## config.mk

```make
export PLATFORM = sky130hd
export DESIGN_NAME = period_meter
export DESIGN_NICKNAME = d
export VERILOG_FILES = /design/src/rtl/theremin_pkg.sv /design/src/rtl/edge_timestamp_ring.sv /design/src/rtl/period_meter.sv
export SDC_FILE = /design/constraint.sdc
export NUM_CORES = 1
export LEC_CHECK = 0
export CAP_MARGIN = 15
export CELL_PAD_IN_SITES_DETAIL_PLACEMENT = 0
export CELL_PAD_IN_SITES_GLOBAL_PLACEMENT = 1
export CORE_ASPECT_RATIO = 2
export CORE_MARGIN = 5
export CORE_UTILIZATION = 35
export DETAILED_ROUTE_END_ITERATION = 16
export GPL_TIMING_DRIVEN = 0
export PLACE_DENSITY = 0.54
export SYNTH_ARGS = -nofsm -noshare
export SYNTH_HDL_FRONTEND = slang
export SYNTH_SLANG_ARGS = --single-unit
```

## constraint.sdc

```tcl
create_clock -name CLK -period 4.95 [get_ports CLK]
set_input_delay 1.2375 -clock CLK [delete_from_list [all_inputs] [get_ports CLK]]
set_output_delay 1.2375 -clock CLK [all_outputs]
set_load 0.02 [all_outputs]
```

## src/rtl/theremin_pkg.sv

```systemverilog
`default_nettype none
// ============================================================================
//  Module   : theremin_pkg
//  Purpose  : Shared widths and types for the theremin pitch-measurement path.
//             Holds the default fixed-point widths of the period word and the
//             period meter state encoding.
//  Revision : 1.0  initial release
// ============================================================================
package theremin_pkg;

   // Integer bits of a period word, in CLK cycles
   localparam int PERIOD_INT_PART_DEF  = 10;
   // Fraction bits of a period word
   localparam int PERIOD_FRAC_PART_DEF = 20;
   // Sub-cycle resolution of a sensor edge position
   localparam int EDGE_FRAC_BITS_DEF   = 3;

   // Period meter operating state
   typedef enum logic [1:0] {
      ST_IDLE = 2'd0,   // no signal, waiting for the first edge
      ST_FILL = 2'd1,   // collecting the first window of timestamps
      ST_RUN  = 2'd2    // window full, one averaged period per edge
   } meter_state_t;

endpackage : theremin_pkg
`default_nettype wire

```

## src/rtl/edge_timestamp_ring.sv

```systemverilog
`default_nettype none
// ============================================================================
//  Module   : edge_timestamp_ring
//  Purpose  : Ring buffer of 2^DEPTH_LOG2 edge timestamps with a single write
//             pointer. The entry under the pointer is always the oldest one,
//             so it is presented combinationally and overwritten on the next
//             write.
//  Revision : 1.0  initial release
// ============================================================================
module edge_timestamp_ring
   import theremin_pkg::*;
#(
   parameter int TS_WIDTH   = 18,
   parameter int DEPTH_LOG2 = 4
)(
   input  logic                CLK,
   input  logic                RESET_N,
   input  logic                wr_en,
   input  logic [TS_WIDTH-1:0] wr_data,
   output logic [TS_WIDTH-1:0] oldest
);

   localparam int c_depth = 1 << DEPTH_LOG2;

   logic [TS_WIDTH-1:0]   r_mem [c_depth];
   logic [DEPTH_LOG2-1:0] r_wr_ptr;

   // Storage array: contents are only meaningful once the owner has filled it
   always_ff @(posedge CLK) begin
      if (wr_en) begin
         r_mem[r_wr_ptr] <= wr_data;
      end
   end

   // Write pointer wraps naturally across the power-of-two depth
   always_ff @(posedge CLK or negedge RESET_N) begin
      if (!RESET_N) begin
         r_wr_ptr <= '0;
      end else if (wr_en) begin
         r_wr_ptr <= r_wr_ptr + 1'b1;
      end
   end

   assign oldest = r_mem[r_wr_ptr];

endmodule : edge_timestamp_ring
`default_nettype wire

```

## src/rtl/period_meter.sv

```systemverilog
`default_nettype none
// ============================================================================
//  Module   : period_meter
//  Purpose  : Measures the sensor oscillator period as a moving average over
//             2^AVG_SHIFT periods with sub-cycle edge resolution, producing a
//             fixed-point period word for the downstream oscillator.
//             Optional build macro PERIOD_METER_GLITCH_REJECT_EN drops edges
//             arriving less than MIN_EDGE_CYCLES cycles after the last
//             accepted edge.
//  Revision : 1.0  initial release
// ============================================================================
module period_meter
   import theremin_pkg::*;
#(
   parameter int PERIOD_INT_PART  = PERIOD_INT_PART_DEF,
   parameter int PERIOD_FRAC_PART = PERIOD_FRAC_PART_DEF,
   parameter int EDGE_FRAC_BITS   = EDGE_FRAC_BITS_DEF,
   parameter int AVG_SHIFT        = 4,
   parameter int MIN_EDGE_CYCLES  = 8
)(
   input  logic                                      CLK,
   input  logic                                      RESET_N,
   input  logic                                      CE,
   input  logic                                      EDGE_VALID,
   input  logic [EDGE_FRAC_BITS-1:0]                 EDGE_POS,
   output logic [PERIOD_INT_PART+PERIOD_FRAC_PART-1:0] PERIOD_OUT,
   output logic                                      PERIOD_VALID,
   output logic                                      TIMEOUT
);

   // Free-running cycle counter width: one window of maximum periods plus a
   // spare bit so the window span is never ambiguous after wrap-around.
   localparam int c_cnt_w  = PERIOD_INT_PART + AVG_SHIFT + 1;
   localparam int c_ts_w   = c_cnt_w + EDGE_FRAC_BITS;
   // Fraction bits carried by the averaged difference
   localparam int c_fb     = EDGE_FRAC_BITS + AVG_SHIFT;
   // Unused low fraction bits of the output word
   localparam int c_pad    = PERIOD_FRAC_PART - c_fb;
   localparam int c_out_w  = PERIOD_INT_PART + PERIOD_FRAC_PART;
   localparam int c_fill_w = AVG_SHIFT + 1;
   localparam int c_depth  = 1 << AVG_SHIFT;

   localparam logic [c_fill_w-1:0]        c_fill_last = c_fill_w'(c_depth - 1);
   localparam logic [c_fill_w-1:0]        c_fill_full = c_fill_w'(c_depth);
   localparam logic [PERIOD_INT_PART-1:0] c_tmo_max   = '1;
   localparam logic [PERIOD_INT_PART-1:0] c_tmo_last  = c_tmo_max - 1'b1;

   meter_state_t               r_state;
   logic [c_cnt_w-1:0]         r_cycle_cnt;
   logic [PERIOD_INT_PART-1:0] r_tmo_cnt;
   logic [c_fill_w-1:0]        r_fill;

   logic [c_ts_w-1:0]          w_ts;
   logic [c_ts_w-1:0]          w_oldest;
   logic [c_ts_w-1:0]          w_diff;
   logic [c_out_w-1:0]         w_period;
   logic                       w_spacing_ok;
   logic                       w_accept;

   // ------------------------------------------------------------------------
   // Edge qualification
   // ------------------------------------------------------------------------
`ifdef PERIOD_METER_GLITCH_REJECT_EN
   // r_tmo_cnt holds (cycles since last accepted edge - 1) at the edge cycle
   localparam logic [PERIOD_INT_PART-1:0] c_min_gap =
      PERIOD_INT_PART'(MIN_EDGE_CYCLES - 1);

   // A timed-out meter has no previous edge, so nothing can be a glitch
   assign w_spacing_ok = TIMEOUT || (r_tmo_cnt >= c_min_gap);
`else
   // Every edge counts; the threshold term folds to a constant 1
   assign w_spacing_ok = 1'b1 | (MIN_EDGE_CYCLES < 0);
`endif

   assign w_accept = CE && EDGE_VALID && w_spacing_ok;

   // ------------------------------------------------------------------------
   // Timestamp ring and window arithmetic
   // ------------------------------------------------------------------------
   assign w_ts = {r_cycle_cnt, EDGE_POS};

   edge_timestamp_ring #(
      .TS_WIDTH   (c_ts_w),
      .DEPTH_LOG2 (AVG_SHIFT)
   ) u_ring (
      .CLK     (CLK),
      .RESET_N (RESET_N),
      .wr_en   (w_accept),
      .wr_data (w_ts),
      .oldest  (w_oldest)
   );

   // Modulo subtraction keeps the span correct across counter wrap-around
   assign w_diff = w_ts - w_oldest;

   // The span of one window is the sum of the averaged periods; dividing by
   // 2^AVG_SHIFT is just a reinterpretation of the binary point, so the low
   // bits are placed left-aligned in the fraction field. The timeout bounds
   // each period, so the top span bit stays clear; saturate if it ever set.
   always_comb begin
      w_period = c_out_w'(w_diff[PERIOD_INT_PART+c_fb-1:0]) << c_pad;
      if (w_diff[c_ts_w-1]) begin
         w_period = '1;
      end
   end

   // ------------------------------------------------------------------------
   // Free-running timestamp counter
   // ------------------------------------------------------------------------
   // Advances on every enabled cycle regardless of signal presence
   always_ff @(posedge CLK or negedge RESET_N) begin
      if (!RESET_N) begin
         r_cycle_cnt <= '0;
      end else if (CE) begin
         r_cycle_cnt <= r_cycle_cnt + 1'b1;
      end
   end

   // ------------------------------------------------------------------------
   // Control FSM, timeout counter and registered outputs
   // ------------------------------------------------------------------------
   // An accepted edge always wins over a timeout in the same cycle
   always_ff @(posedge CLK or negedge RESET_N) begin
      if (!RESET_N) begin
         r_state      <= ST_IDLE;
         r_fill       <= '0;
         r_tmo_cnt    <= '0;
         PERIOD_OUT   <= '0;
         PERIOD_VALID <= 1'b0;
         TIMEOUT      <= 1'b1;
      end else if (CE) begin
         PERIOD_VALID <= 1'b0;
         if (w_accept) begin
            r_tmo_cnt <= '0;
            TIMEOUT   <= 1'b0;
            case (r_state)
               ST_IDLE: begin
                  r_fill  <= c_fill_w'(1);
                  r_state <= ST_FILL;
               end
               ST_FILL: begin
                  if (r_fill == c_fill_last) begin
                     r_fill  <= c_fill_full;
                     r_state <= ST_RUN;
                  end else begin
                     r_fill  <= r_fill + 1'b1;
                  end
               end
               ST_RUN: begin
                  PERIOD_OUT   <= w_period;
                  PERIOD_VALID <= 1'b1;
               end
               default: begin
                  r_fill  <= '0;
                  r_state <= ST_IDLE;
               end
            endcase
         end else if (r_tmo_cnt != c_tmo_max) begin
            r_tmo_cnt <= r_tmo_cnt + 1'b1;
            // Signal lost: drop the window, keep the last period on the output
            if (r_tmo_cnt == c_tmo_last) begin
               TIMEOUT <= 1'b1;
               r_fill  <= '0;
               r_state <= ST_IDLE;
            end
         end
      end
   end

endmodule : period_meter
`default_nettype wire

```

==> impl.org, run 1 <==
** Run status
- The flow ran to the end, and the final reports show no timing, DRC or antenna violations.

** Route
- WL met2 :: 20,700 µm
- Summed over all layers, the routed wires come to 36,400 µm.
- After detailed routing, no signal wire sits above met4.
- Once detail routing completed, the nets flagged for antenna violations numbered 0.
- The first detailed-routing pass took 5 iterations.
- Dividing the detail-routed wire length by the instance count gives 25.6 µm.
- M1 WL :: 13,500 µm
- The first routing iteration left 482 violations.
- The final route contains 7,364 vias.
- Length of routed met3 wiring :: 1210 µm
- Via count normalized by instance count :: 5.17
- Residual DRC count :: 0

** GRT
- Summed over all layers, the global routing overflow is 0.
- Total routing usage reported by global routing :: 0.160
- Initial antenna violation count :: 0
- Via count of the first global-routing pass :: 7,988
- Largest net degree at the start of global routing :: 30
- Wire length of the first global-routing pass :: 53,200 µm

** Final layout
- Share of layout cells above drive strength 1 :: 0.200
- Antenna diodes :: 0
- At the end of the flow, the number of nets in the layout was 906.
- The area growth from synthesis to layout is 16.6%.

** Power and ir drop
- The internal power of the cells totals 6.29 mW.
- Peak ir drop on the vdd network :: 0.308 mV
- Clock share of power :: 0.262
- Dividing total power by cell area gives a power density of 559 nW/µm².
- For this design the static power due to leakage is 5.80 nW.
- The share of total power dissipated in sequential elements is 0.395.
- Overall power consumption after layout is estimated at 9.33 mW.
- The share of total power dissipated in combinational logic is 0.343.
- For this design the total switching power over the nets is 3.04 mW.
- Of the total power, the share spent switching nets is 0.326.

** Placed design
- Total of buffers placed on input and output ports :: 38
- Placer's final routability congestion estimate :: 0.796
- Placed wire-length estimate :: 25,400 µm
- Setup slack after placement :: -0.961 ns

** Logic synthesis
- Of the synthesized area, sequential elements account for 0.702.
- The synthesized design spends more area on one cell type than any other, namely sky130_fd_sc_hd__edfxtp_1.
- Async set-or-reset flop fraction in the synthesized netlist :: 0.163
- Fraction of synthesized cell area taken by the top area cell type :: 0.604
- The cell area that synthesis handed to floorplanning was 14,300 µm².
- In this run, distinct cell masters in the synthesized netlist total 49.
- Per-instance average area after synthesis :: 18.1 µm²
- In this run, synthesis inferred 288 flip-flops with an integrated enable.
- Total of flip-flops plus latches after synthesis :: 344
- The most used flip-flop cell after synthesis is sky130_fd_sc_hd__edfxtp_1.
- After technology mapping, the gate count stands at 789.
- The number of nets in the synthesized netlist is 823.
- Synth area leaders :: sky130_fd_sc_hd__edfxtp_1, sky130_fd_sc_hd__mux4_2, sky130_fd_sc_hd__dfrtp_1
- Yosys printed 0 warnings.

** Clock network
- Post-CTS timing repair inserted 0 buffers for setup.
- For the worst-skew pair, the clock arrives at the later sink with an insertion delay of 0.58 ns.
- Num CTS Buffers :: 30
- TritonCTS clock tree :: built
- Cell at the root of the clock tree :: sky130_fd_sc_hd__clkbuf_16
- CTS built an H-tree with a depth of 1.
- Maximum count of clock buffers along a single path :: 3
- After clock tree synthesis, the clock-pin slew on the worst setup and hold paths is 0.08 ns.
- CTS saw 344 sinks.

** STA
- The count of final max-slew check failures was 0.
- Hold Vio Cnt, Final :: 0
- Highest achievable clock rate :: 216 MHz
- Time the worst path needs with I/O delays and setup :: 4.64 ns
- Slack of the critical path :: 0.315 ns
- The worst pin sits at a relative slew slack of 0.279.
- On the final layout, the worst clock skew is 0.0200 ns.
- Setup repair after global routing left no endpoint under its margin.
- Portion of the clock cycle consumed by the worst path in the final layout :: 0.936
- Transition time at the pin with the least slew margin :: 1.08 ns
- On the final layout, the worst hold slack is 0.514 ns.
- Setup violations remaining at the end of the flow were counted as 0.

** Floorplan
- The initialized floorplan defines 104 standard-cell rows.
- Floorplan core area :: 40,300 µm²
- Die area :: 45,300 µm²
- During I/O placement, the number of pins put on the boundary was 39.
- Horiz. Die Dim :: 153 µm
- Vertical die dimension :: 296 µm
- Effective utilization at floorplan :: 0.355

** Critical path
- Cell family contributing the most delay on the critical path :: buffers and inverters
- Among the stages of the critical path, the cell type that occurs most often is sky130_fd_sc_hd__mux4_2.
- Kind of end point of the critical path :: flip-flop
- Slowest library cell on the worst path :: sky130_fd_sc_hd__mux4_2
- STA puts the critical path data arrival time at 5.11 ns.
- CP max stage delay :: 0.49 ns
- Required time at the worst-slack endpoint :: 5.42 ns
- Buffers and inverters on the worst path :: 3
- The critical path is of the reg -> reg type.
- Ordered cell list for the critical path :: clkbuf_2 > clkbuf_4 > buf_4 > mux4_2 > mux4_2 > ha_1 > fa_1 > nor2b_1 > o2111ai_1 > a211oi_1 > a2111oi_0 > or3_1 > xnor2_1 > o22a_1
- Crit path launch type :: flip-flop
- Along the worst path, the maximum fanout reaches 10.

** Worst hold path
- The path class of the tightest hold or removal check is reg -> reg.

** Job
- Number of maximum-capacitance constraint violations :: 0
-- final timing paths --
check	cells past startpoint	to	slack, ns	startpoint
setup / recovery	14	PERIOD_OUT[25]	0.31	u_ring.r_wr_ptr[1]
hold / removal	1	PERIOD_OUT[27]	0.51	PERIOD_OUT[27]
setup reg to reg	14	PERIOD_OUT[25]	0.31	u_ring.r_wr_ptr[1]
hold reg to reg	1	PERIOD_OUT[27]	0.51	PERIOD_OUT[27]
max in group asynchronous	2	TIMEOUT	3.57	RESET_N
min in group asynchronous	1	u_ring.r_wr_ptr[1]	0.71	RESET_N
-- metal layers --
| layer | vias to the layer above | global-route usage |
|---|---|---|
| li1 | 3264 | - |
| met5 | - | 0 |
| met2 | 156 | 0.314 |
| met4 | 0 | 0.0479 |
| met3 | 46 | 0.0183 |
| met1 | 3898 | 0.182 |
-- synth_stat cells, types with 3 or more instances --
master / n
sky130_fd_sc_hd__a211oi_1: 3
sky130_fd_sc_hd__a21o_1: 6
sky130_fd_sc_hd__a21oi_1: 11
sky130_fd_sc_hd__a31oi_1: 17
sky130_fd_sc_hd__and2_1: 15
sky130_fd_sc_hd__and3_1: 9
sky130_fd_sc_hd__buf_1: 6
sky130_fd_sc_hd__buf_2: 7
sky130_fd_sc_hd__buf_4: 13
sky130_fd_sc_hd__clkbuf_1: 15
sky130_fd_sc_hd__dfrtp_1: 55
sky130_fd_sc_hd__edfxtp_1: 288
sky130_fd_sc_hd__ha_1: 26
sky130_fd_sc_hd__inv_1: 28
sky130_fd_sc_hd__mux2i_1: 3
sky130_fd_sc_hd__mux4_2: 89
sky130_fd_sc_hd__nand2_1: 29
sky130_fd_sc_hd__nand2b_1: 5
sky130_fd_sc_hd__nand3_1: 12
sky130_fd_sc_hd__nand4_1: 6
sky130_fd_sc_hd__nor2_1: 40
sky130_fd_sc_hd__nor2b_1: 4
sky130_fd_sc_hd__nor3_1: 6
sky130_fd_sc_hd__o21a_1: 5
sky130_fd_sc_hd__o21ai_0: 16
sky130_fd_sc_hd__o22a_1: 4
sky130_fd_sc_hd__o31ai_1: 3
sky130_fd_sc_hd__or3_1: 3
sky130_fd_sc_hd__xnor2_1: 23
sky130_fd_sc_hd__xor2_1: 19
-- sequential cells by signal (all words and copies together), names as in the netlist, 2 cells and up --
name / cells
u_ring.r_mem: 288
PERIOD_OUT: 18
r_tmo_cnt: 10
r_cycle_cnt: 15
u_ring.r_wr_ptr: 4
r_state: 2
r_fill: 5
-- per-stage QoR --
stage / area (µm²) / TNS (ns) / std cells / utilization
finish: 16700 / 0 / 1424 / 0.414
global route: 16700 / 0 / 1424 / 0.414
CTS: 16700 / 0 / 1424 / 0.414
detailed placement: 15700 / -9.14 / 1371 / 0.389
global placement: 15400 / -9.52 / 1357 / 0.381
floorplan: 14300 / 0 / 789 / -
-- worst reg2reg max path, cell delays in order (launching register included) --
cell and delay [ns]:
sky130_fd_sc_hd__dfrtp_1 0.39, sky130_fd_sc_hd__clkbuf_2 0.31, sky130_fd_sc_hd__clkbuf_4 0.37, sky130_fd_sc_hd__buf_4 0.33, sky130_fd_sc_hd__mux4_2 0.34, sky130_fd_sc_hd__mux4_2 0.49
sky130_fd_sc_hd__ha_1 0.23, sky130_fd_sc_hd__fa_1 0.42, sky130_fd_sc_hd__nor2b_1 0.18, sky130_fd_sc_hd__o2111ai_1 0.16, sky130_fd_sc_hd__a211oi_1 0.41, sky130_fd_sc_hd__a2111oi_0 0.18
sky130_fd_sc_hd__or3_1 0.40, sky130_fd_sc_hd__xnor2_1 0.16, sky130_fd_sc_hd__o22a_1 0.18
-- layout by cell type, fill, tap and decap left out, drive strengths merged, types with 11 or more instances in the layout --
cell	count
clkinv	11
nor2	40
clkbuf	54
xnor2	23
dfrtp	55
nand2	29
clkdlybuf4s50	37
buf	39
and2	15
nand3	12
ha	26
a21oi	11
xor2	19
edfxtp	288
o21ai	16
inv	29
mux4	89
a31oi	17
-- logic make-up (layout without fill, tap and decap cells) --
| family | after synthesis | after routing | share of synthesized area |
|---|---|---|---|
| flip-flops | 344 | 344 | 0.702 |
| AND/OR/NAND/NOR | 133 | 133 | 0.0446 |
| multiplexers | 93 | 93 | 0.143 |
| AO/OA/AOI/OAI | 79 | 79 | 0.0373 |
| buffers and inverters | 71 | 176 | 0.0232 |
| XOR/XNOR | 42 | 42 | 0.0257 |
| adder cells (fa/ha/maj) | 27 | 27 | 0.0241 |
-- what timing repair did --
action / in CTS / in global routing
endpoints found under the setup margin: 18 / 2
gates resized for setup: 8 / 4
hold buffers: 0 / 0
-- cell type report --
| cell class | instances | area (µm²) |
|---|---|---|
| clock buffer | 37 | 798 |
| sequential | 344 | 10100 |
| timing repair buffer | 52 | 691 |
| tap | 530 | 663 |
| fill | 3602 | 23700 |
| clock inverter | 17 | 209 |
| inverter | 29 | 109 |
| buffer | 41 | 230 |
| multi-input combinational | 374 | 3940 |
-- power groups by stage --
stage                     sequential [mW]  combinational, mW  clock (mW)
final                                3.68               3.20        2.44
after floorplan                      3.68               2.21           0
after global placement               3.72               3.20           0
after global routing                 3.72               3.46        2.59
after CTS                            3.69               3.29        2.51
after detailed placement             3.75               3.27           0
No activity file was read; power rests on OpenSTA's default activity.
==> run 2, diff against run 1 <==
ABC_AREA = 1   (was not set)
CELL_PAD_IN_SITES_DETAIL_PLACEMENT = not set   (was 0)
CELL_PAD_IN_SITES_GLOBAL_PLACEMENT = not set   (was 1)
PLACE_DENSITY = 0.48   (was 0.54)
==> run 2 against run 1 <==
Core utilization down 0.83 points. Synthesized area is 4.5% higher. Final cell count is 38% higher. Worst hold slack worse by 0.033 ns. Synthesized cell count up 66%. Sequential power grew 3%. Fmax is 1.5% higher. Register-to-register slack improved by 0.07 ns. Highest routed layer unchanged.
==> impl.org, run 2 <==
** Final layout
- Registers with the most flip-flops :: u_ring.r_mem x288, PERIOD_OUT x18, r_cycle_cnt x15
- The library cell used most frequently in the layout, excluding fill and tap cells, is sky130_fd_sc_hd__edfxtp_1.
- Share of the core filled with cells in the final layout :: 0.405 (-0.00830)
- Antenna diodes :: 0 (unchanged)
- The final net count was 1,424 (+57%).
- In the layout the commonest cells are sky130_fd_sc_hd__edfxtp_1, sky130_fd_sc_hd__nand2_1, sky130_fd_sc_hd__nor2_1.
- Final cell count without fillers :: 1,959 (+38%)
- The proportion of layout cells with a drive suffix above 1 is 0.0976 (-0.103).
- Register ranked first by flip-flop count :: u_ring.r_mem
- The fill cell total of the finished layout is 4,014 (+11%).
- Synthesis-to-finish area growth :: 15.0%
- Largest register FFs :: 288 (unchanged)

** Power and ir drop
- NetSw :: 4.64 mW (+52%)
- The switching share of total power came to 0.422 (+0.0963).
- The portion of total power attributed to sequential cells is 0.346 (-0.049).
- Pwr per Cell Area :: 638 nW/µm² (+14%)
- Clock share of power :: 0.211 (-0.051)
- Combinational share of power :: 0.443 (+0.100)
- The total power of the final layout was 11.0 mW (+18%).
- Internal Dissipation :: 6.34 mW (+0.90%)
- The leakage component of the power is 6.29 nW (+8.5%).
- The highest ir drop seen on vdd was 0.241 mV (-22%).

** Floorplan
- The overall die height came to 302 µm (+2.2%).
- Horiz. Die Dim :: 156 µm (+2.1%)
- The core box area is 42,400 µm² (+5.2%).
- Die area :: 47,200 µm² (+4.3%)
- Top-level I/O count :: 39 (unchanged)
- Effective utilization at floorplan :: 0.353 (-0.00232)
- Site row count :: 107 (+2.9%)

** Clock network
- Clk pin slew, worst setup/hold paths :: 0.07 ns (about the same)
- Cell at the root of the clock tree :: sky130_fd_sc_hd__clkbuf_16
- Num CTS Buffers :: 30 (unchanged)
- TritonCTS clock tree :: built
- The clock tree buffer depth came to 3 (unchanged).
- The number of H-tree levels came to 1 (unchanged).
- Count of hold-fix buffers inserted at cts :: 0 (unchanged)
- Clock latency reported for the late side of the worst-skew pair :: 0.56 ns (-0.02 ns)
- Clk sink count :: 344 (unchanged)

** Critical path
- The critical path data arrival time was 5.02 ns (-0.09 ns).
- Among all stages on the critical path, the largest delay is contributed by sky130_fd_sc_hd__dfrtp_1.
- By instance count, the cell type seen most on the critical path is sky130_fd_sc_hd__nand2_1.
- Crit Path Max Fanout :: 19 (+9)
- Required time at the worst-slack endpoint :: 5.41 ns (about the same)
- The depth of the worst register-to-register path came to 19 (+5).
- The worst setup path is captured at a flip-flop.
- The worst setup path is launched from a flip-flop.
- Critical path start-end classification :: reg -> reg
- Traced cell by cell, the critical path runs through buf_2 > clkbuf_1 > o21ai_0 > o22ai_1 > nand2_1 > nand2_1 > a221oi_1 > ha_1 > nand2_1 > inv_1 > a21oi_1 > nand3_1 > a21oi_2 > inv_1 > nand2_4 > buf_8 > nand3_2 > nand2_1 > nand2_1.
- CP max stage delay :: 0.57 ns (+0.08 ns)

** Logic synthesis
- Synthesis warning total :: 0 (unchanged)
- The cell area after synthesis is 15,000 µm² (+4.5%).
- Async set-or-reset flop fraction in the synthesized netlist :: 0.163 (unchanged)
- Count leader, synth :: sky130_fd_sc_hd__edfxtp_1
- Main flop type after synthesis :: sky130_fd_sc_hd__edfxtp_1
- The number of distinct library cells after synthesis is 44 (-10%).
- Of all cell types, the one taking the most synthesized area is sky130_fd_sc_hd__edfxtp_1.
- Synth cell count leaders :: sky130_fd_sc_hd__edfxtp_1, sky130_fd_sc_hd__nand2_1, sky130_fd_sc_hd__nor2_1, sky130_fd_sc_hd__o21ai_0, sky130_fd_sc_hd__o22ai_1
- The number of enable flip-flop cells after synthesis was 288 (unchanged).
- Synth area leaders :: sky130_fd_sc_hd__edfxtp_1, sky130_fd_sc_hd__dfrtp_1, sky130_fd_sc_hd__nand2_1
- Portion of the post-synthesis area used by sequential elements :: 0.672 (-0.0304)
- Post-synthesis instance total :: 1,311 (+66%)
- Total of flip-flops plus latches after synthesis :: 344 (unchanged)
- Fraction of synthesized cell area taken by the top area cell type :: 0.578 (-0.0261)
- Total nets after synthesis :: 1,345 (+63%)
- The mean area per synthesized cell came to 11.4 µm² (-37%).

** Route
- M1 WL :: 15,100 µm (+12%)
- DRT Pass-1 Iters :: 5 (unchanged)
- The average wire per standard cell came to 23.0 µm (-10%).
- The met3 wire length came to 1430 µm (+18%).
- Via count normalized by instance count :: 5.16 (-0.31%)
- DRT Wirelength :: 45,100 µm (+24%)
- Uppermost metal layer occupied by signal nets :: met4
- The number of design-rule violations left by the first detailed-router iteration came to 662 (+37%).
- The met2 wire length is 26,100 µm (+26%).
- Vias after detailed routing :: 10,100 (+37%)
- The post-detailed-route count of antenna-violating nets is 0 (unchanged).
- The number of DRC violations after detailed routing is 0 (unchanged).

** GRT
- Via count of the first global-routing pass :: 10,200 (+28%)
- The wire length of the first global-routing pass is 65,500 µm (+23%).
- Total routing usage reported by global routing :: 0.189 (+0.0287)
- The maximum number of pins on one net before global-route repair is 57 (+90%).
- Initial antenna violation count :: 0 (unchanged)
- Remaining global-route overflow :: 0 (unchanged)

** STA
- Number of slew-limit violations in the final report :: 0 (unchanged)
- Time the worst path needs with I/O delays and setup :: 4.57 ns (-0.0694 ns)
- The maximum clock rate is 219 MHz (+1.5%).
- Transition time at the pin with the least slew margin :: 0.877 ns (-0.205 ns)
- The post-route worst setup slack was 0.384 ns (+0.0694 ns).
- RSZ-0062 raised after global routing :: no
- The number of failing hold endpoints at the final stage is 0 (unchanged).
- The number of failing setup endpoints in the final timing report is 0 (unchanged).
- Portion of the clock cycle consumed by the worst path in the final layout :: 0.922 (-0.0140)
- Relative max-transition margin :: 0.415 (+0.137)
- The sum of negative setup slack is 0 ns (unchanged).
- The clock skew after layout is 0.00963 ns (-0.0104 ns).

** Placed design
- The count of port buffers added during placement was 37 (-2.6%).
- The weighted congestion at the end of routability-driven global placement is 0.811 (+1.9%).
- The cell total after placement came to 1,904 (+39%).
- Setup slack after placement :: 0.197 ns (+1.16 ns)
- The half-perimeter wire length of the detailed placement result was 32,700 µm (+29%).

** Job
- The reported max-cap violation count came to 0 (unchanged).

** Worst hold path
- The cell count of the worst hold path is 2 (+1).
- The min-delay analysis places its worst path in the category reg -> reg.

** Run status
- The flow ran to the end, and the final reports show no timing, DRC or antenna violations.
## run 2: cell count changes in the layout (fill, tap and decap cells not counted), moves of 12 or more
cell                       previous run  this run
sky130_fd_sc_hd__a31oi_1             17         1
sky130_fd_sc_hd__a221oi_1             0        15
sky130_fd_sc_hd__nor2_2               0        13
sky130_fd_sc_hd__mux4_2              89         0
sky130_fd_sc_hd__nand3_2              0        12
sky130_fd_sc_hd__nand2_1             29       219
sky130_fd_sc_hd__nand3_1             12        25
sky130_fd_sc_hd__inv_1               28        69
sky130_fd_sc_hd__xnor2_1             23        10
sky130_fd_sc_hd__nor2_1              40       174
sky130_fd_sc_hd__o21ai_0             16       147
sky130_fd_sc_hd__clkbuf_1            20        58
sky130_fd_sc_hd__o22ai_1              0        70
## run 2: through the flow
stage               instance area, µm²  hold WS [ns]
CTS                              17200         0.485
floorplan                        15000         0.453
global route                     17200         0.507
detailed placement               16300         0.466
finish                           17200         0.482
global placement                 16000         0.461
## run 2: area by class of cell
| class | instances | area, µm² | area share |
|---|---|---|---|
| Sequential cell | 344 | 10100 | 0.584 |
| Clock buffer | 49 | 873 | 0.0508 |
| Inverter | 75 | 282 | 0.0164 |
| Multi-Input combinational cell | 819 | 4310 | 0.251 |
| Tap cell | 545 | 682 | 0.0396 |
| Timing Repair Buffer | 48 | 558 | 0.0324 |
| Buffer | 72 | 375 | 0.0218 |
| Clock inverter | 7 | 68.8 | 0.00400 |
## run 2: layer usage
layer,up-vias,track usage
met1,4994,0.183
met5,-,0
met2,247,0.384
met4,0,0.0937
li1,4758,-
met3,100,0.0186
## run 2: final timing paths
path | end | slack, ns | from
max | PERIOD_OUT[25] | 0.38 | u_ring.r_wr_ptr[1]
min | PERIOD_OUT[28] | 0.48 | PERIOD_OUT[28]
max reg2reg | PERIOD_OUT[25] | 0.38 | u_ring.r_wr_ptr[1]
min reg2reg | PERIOD_OUT[28] | 0.48 | PERIOD_OUT[28]
max in group asynchronous | r_cycle_cnt[8] | 3.60 | RESET_N
min in group asynchronous | PERIOD_OUT[13] | 0.77 | RESET_N
## run 2: power by group through the flow
stage	registers [mW]	clock network, mW	logic [mW]
2_1_floorplan	3.84	0	2.98
3_3_place_gp	3.86	0	4.84
3_5_place_dp	3.86	0	4.90
4_1_cts	3.80	2.35	4.92
5_1_grt	3.84	2.46	5.30
6_report	3.80	2.31	4.87
## run 2: cell families after synthesis
logic type	count (synthesis)	share of synthesized area
muxes	1	0.000753
buffers and inverters	148	0.0442
DFF	344	0.672
adders and majority gates	27	0.0231
xor gates and xnor gates	30	0.0176
and+or+nand+nor	497	0.142
AOI/OAI and AO/OA	264	0.101
## run 2: worst max-delay path: cells and delay by family (launching register included)
kind | cells | cell delay [ns]
AOI/OAI and AO/OA | 5 | 0.97
buffers and inverters | 5 | 1.33
and+or+nand+nor | 8 | 1.19
adders and majority gates | 1 | 0.37
DFF | 1 | 0.57
## run 2: timing repair
action	CTS	global route
setup buffers	0	0
resized for setup	0	0
endpoints found under the hold margin	0	0
endpoints found under the setup margin	0	3
==> run 3, diff against run 2 <==
PLACE_DENSITY = not set   (was 0.48)
==> run 3 against run 2 <==
Sequential power is essentially flat. Register-to-register slack worse by 0.03 ns. Design area fell by 0.13%. Clock power is 5% lower. Global-route usage fell by 0.63 points. Largest cell class unchanged. Worst hold slack worse by 0.0024 ns. Via count increased by 3.3%. Non-clock buffer count rose by 6. Die area unchanged.
==> impl.org, run 3 (synthesis gave the netlist of run 2 again) <==
** Floorplan
- The count of standard-cell rows came to 107 (unchanged).
- The overall die height came to 302 µm (unchanged).
- The total I/O pin count came to 39 (unchanged).
- The horizontal die dimension was 156 µm (unchanged).
- The starting utilization of the core area was 0.353 (unchanged).
- Floorplan core area :: 42,400 µm² (unchanged)
- The die outline area was 47,200 µm² (unchanged).

** Critical path
- The worst setup path is of the reg -> reg kind.
- The worst register-to-register path ends at PERIOD_OUT[26].
- Setup slack of the worst register-to-register path :: 0.36 ns (-0.03 ns)
- Slowest library cell on the worst path :: sky130_fd_sc_hd__dfrtp_1
- The biggest fanout along the worst timing path came to 10 (-9).
- The depth of the worst register-to-register path came to 21 (+2).
- CP max stage delay :: 0.56 ns (about the same)
- Cell family contributing the most delay on the critical path :: buffers and inverters
- Crit path launch type :: flip-flop
- Critical path startpoint :: u_ring.r_wr_ptr[0]
- The worst register-to-register path begins at u_ring.r_wr_ptr[0].
- Ordered cell list for the critical path :: inv_1 > buf_4 > buf_2 > clkbuf_1 > o21ai_0 > o22ai_1 > nand2_1 > nand2_1 > a221oi_1 > ha_1 > nand2_1 > inv_1 > a21oi_1 > nand3_1 > a21oi_2 > inv_1 > nand2_4 > buf_8 > nand3_2 > nand2_1 > nand2_1
- By instance count, the cell type seen most on the critical path is sky130_fd_sc_hd__nand2_1.
- The worst path required time was 5.40 ns (about the same).
- Data arrival at the endpoint of the critical path :: 5.05 ns (+0.03 ns)
- The worst setup path is captured at a flip-flop.
- Buffers and inverters on the worst path :: 7 (+2)

** GRT
- Remaining global-route overflow :: 0 (unchanged)
- The number of global-route vias before repair came to 10,800 (+5.1%).
- The wire length of the first global-routing pass was 64,400 µm (-1.7%).
- The number of antenna violations at the first check in global routing was 0 (unchanged).
- Total routing usage reported by global routing :: 0.183 (-0.00631)
- The maximum number of pins on one net before global-route repair is 57 (unchanged).

** Route
- Via count normalized by instance count :: 5.31 (+3.1%)
- The first-pass detailed-route iteration total was 5 (unchanged).
- The average wire per standard cell was 22.0 µm (-4.4%).
- The number of DRC violations after detailed routing came to 0 (unchanged).
- Number of routed nets with antenna violations :: 0 (unchanged)
- The routed via count came to 10,400 (+3.3%).
- The number of design-rule violations left by the first detailed-router iteration was 613 (-7.4%).
- The total detailed-routing wirelength is 43,200 µm (-4.2%).

** Clock network
- H-tree depth :: 1 (unchanged)
- Clk sink count :: 344 (unchanged)
- Clk pin slew, worst setup/hold paths :: 0.07 ns (about the same)
- Count of hold-fix buffers inserted at cts :: 0 (unchanged)
- The clock tree buffer depth was 3 (unchanged).
- TritonCTS built the clock tree.
- The total CTS buffers is 29 (-3.3%).
- The tree is rooted in a sky130_fd_sc_hd__clkbuf_16.
- Clock latency reported for the late side of the worst-skew pair :: 0.57 ns (about the same)

** STA
- The count of final max-slew check failures is 0 (unchanged).
- Hold Vio Cnt, Final :: 0 (unchanged)
- RSZ-0062 raised after global routing :: no
- The final period utilization came to 0.928 (+0.00569).
- The post-route worst setup slack is 0.356 ns (-0.0282 ns).
- The worst max-slew margin expressed relative to the limit is 0.416 (+0.00111).
- Total negative slack :: 0 ns (unchanged)
- The shortest period the worst path allows is 4.59 ns (+0.0282 ns).
- Setup Skew :: 0.0258 ns (+0.0162 ns)
- The number of failing setup endpoints in the final timing report is 0 (unchanged).
- Highest achievable clock rate :: 218 MHz (-0.61%)
- Transition time at the pin with the least slew margin :: 0.874 ns (-0.00260 ns)

** Power and ir drop
- Sequential Power Share :: 0.353 (+0.007)
- The cell-internal power came to 6.25 mW (-1.4%).
- Combinational share of power :: 0.444 (about the same)
- The switching component of the power was 4.54 mW (-2.0%).
- Peak ir drop on the vdd network :: 0.268 mV (+11%)
- Fraction of power spent switching nets :: 0.421 (-0.00144)
- The leakage component of the power came to 6.30 nW (+0.13%).
- Pwr per Cell Area :: 628 nW/µm² (-1.6%)
- The fraction of power consumed by the clock network came to 0.203 (-0.008).

** Final layout
- Commonest non-fill, non-tap cell in the layout :: sky130_fd_sc_hd__edfxtp_1
- The final instance area is 17,200 µm² (-0.13%).
- Share of layout cells above drive strength 1 :: 0.103 (+0.00537)
- Total area of sequential cells :: 10,100 µm² (unchanged)
- The area occupied by multi-input gates is 4290 µm² (-0.58%).
- The area growth from synthesis to layout is 14.8%.
- The fill cell total of the finished layout came to 3,991 (-0.57%).
- In the layout the commonest cells are sky130_fd_sc_hd__edfxtp_1, sky130_fd_sc_hd__nand2_1, sky130_fd_sc_hd__nor2_1.
- The number of flip-flops in the largest register was 288 (unchanged).
- Ranked by flip-flop count, first place goes to u_ring.r_mem.
- The final net count is 1,429 (+0.35%).
- Antenna diodes :: 0 (unchanged)
- In the final layout, the registers with the most flip-flops are u_ring.r_mem x288, PERIOD_OUT x18, r_cycle_cnt x15.

** Placed design
- The weighted congestion at the end of routability-driven global placement was 0.885 (+9.2%).
- The count of port buffers added during placement is 37 (unchanged).
- The pre-CTS worst setup slack is 0.296 ns (+0.0990 ns).
- The half-perimeter wire length of the detailed placement result was 31,700 µm (-3.3%).
- Cell area reported after detailed placement :: 16,300 µm² (+0.15%)

** Worst hold path
- The path class of the tightest hold or removal check is reg -> reg.
- The cell count of the worst hold path was 2 (unchanged).
- Hold path startpoint :: PERIOD_OUT[29]
- Worst Hold End :: PERIOD_OUT[29]

** Run status
- The run finished with clean final reports.

** Job
- The reported max-cap violation count came to 0 (unchanged).
## run 3: final cells by class
cell class                      count  share of cell area
Tap cell                          545              0.0397
Buffer                             73              0.0221
Clock buffer                       44              0.0484
Timing Repair Buffer               53              0.0354
Inverter                           75              0.0164
Multi-Input combinational cell    819               0.250
Clock inverter                     10             0.00335
Sequential cell                   344               0.585
## run 3: metrics by stage
stage	utilization	hold slack [ns]	total power, mW	instances
final	0.405	0.479	10.8	1963
after global routing	0.405	0.508	11.4	1963
after CTS	0.405	0.483	10.8	1963
after detailed placement	0.384	0.464	8.62	1909
after global placement	0.377	0.462	8.51	1893
after floorplan	-	0.453	6.82	1311
## run 3: worst max-delay path by stage
| stage | end | slack [ns] | cells after the start |
|---|---|---|---|
| after floorplan | u_ring.r_mem[0][0] | 1.76 | 6 |
| after global placement | u_ring.r_mem[12][17] | 0.02 | 6 |
| after detailed placement | PERIOD_OUT[27] | 0.30 | 18 |
| after CTS | PERIOD_OUT[26] | 0.27 | 18 |
| after global routing | PERIOD_OUT[26] | 0.12 | 21 |
| final | PERIOD_OUT[26] | 0.36 | 21 |
## run 3: power groups by stage
stage	clock (mW)	sequential, mW	combinational (mW)
floorplan	0	3.84	2.98
global placement	0	3.86	4.65
detailed placement	0	3.87	4.75
CTS	2.22	3.81	4.78
global route	2.32	3.84	5.24
finish	2.19	3.81	4.79
## run 3: tightest hold or removal path, cell delays in order (launching register included)
cell	delay (ns)
sky130_fd_sc_hd__dfrtp_1	0.34
sky130_fd_sc_hd__nand2_1	0.05
sky130_fd_sc_hd__nand2_1	0.05
## run 3: layer usage
layer	global-route usage	part of all wire	wire, µm
met5	0	0	0
met4	0.122	0.071	3060
met3	0.0199	0.043	1880
met2	0.365	0.58	24900
met1	0.167	0.31	13400
## run 3: repair_timing
action / 4_1_cts / 5_1_grt
resized for setup: 0 / 2
endpoints found under the setup margin: 0 / 8
hold endpoints to repair: 0 / 0
setup buffers: 0 / 0
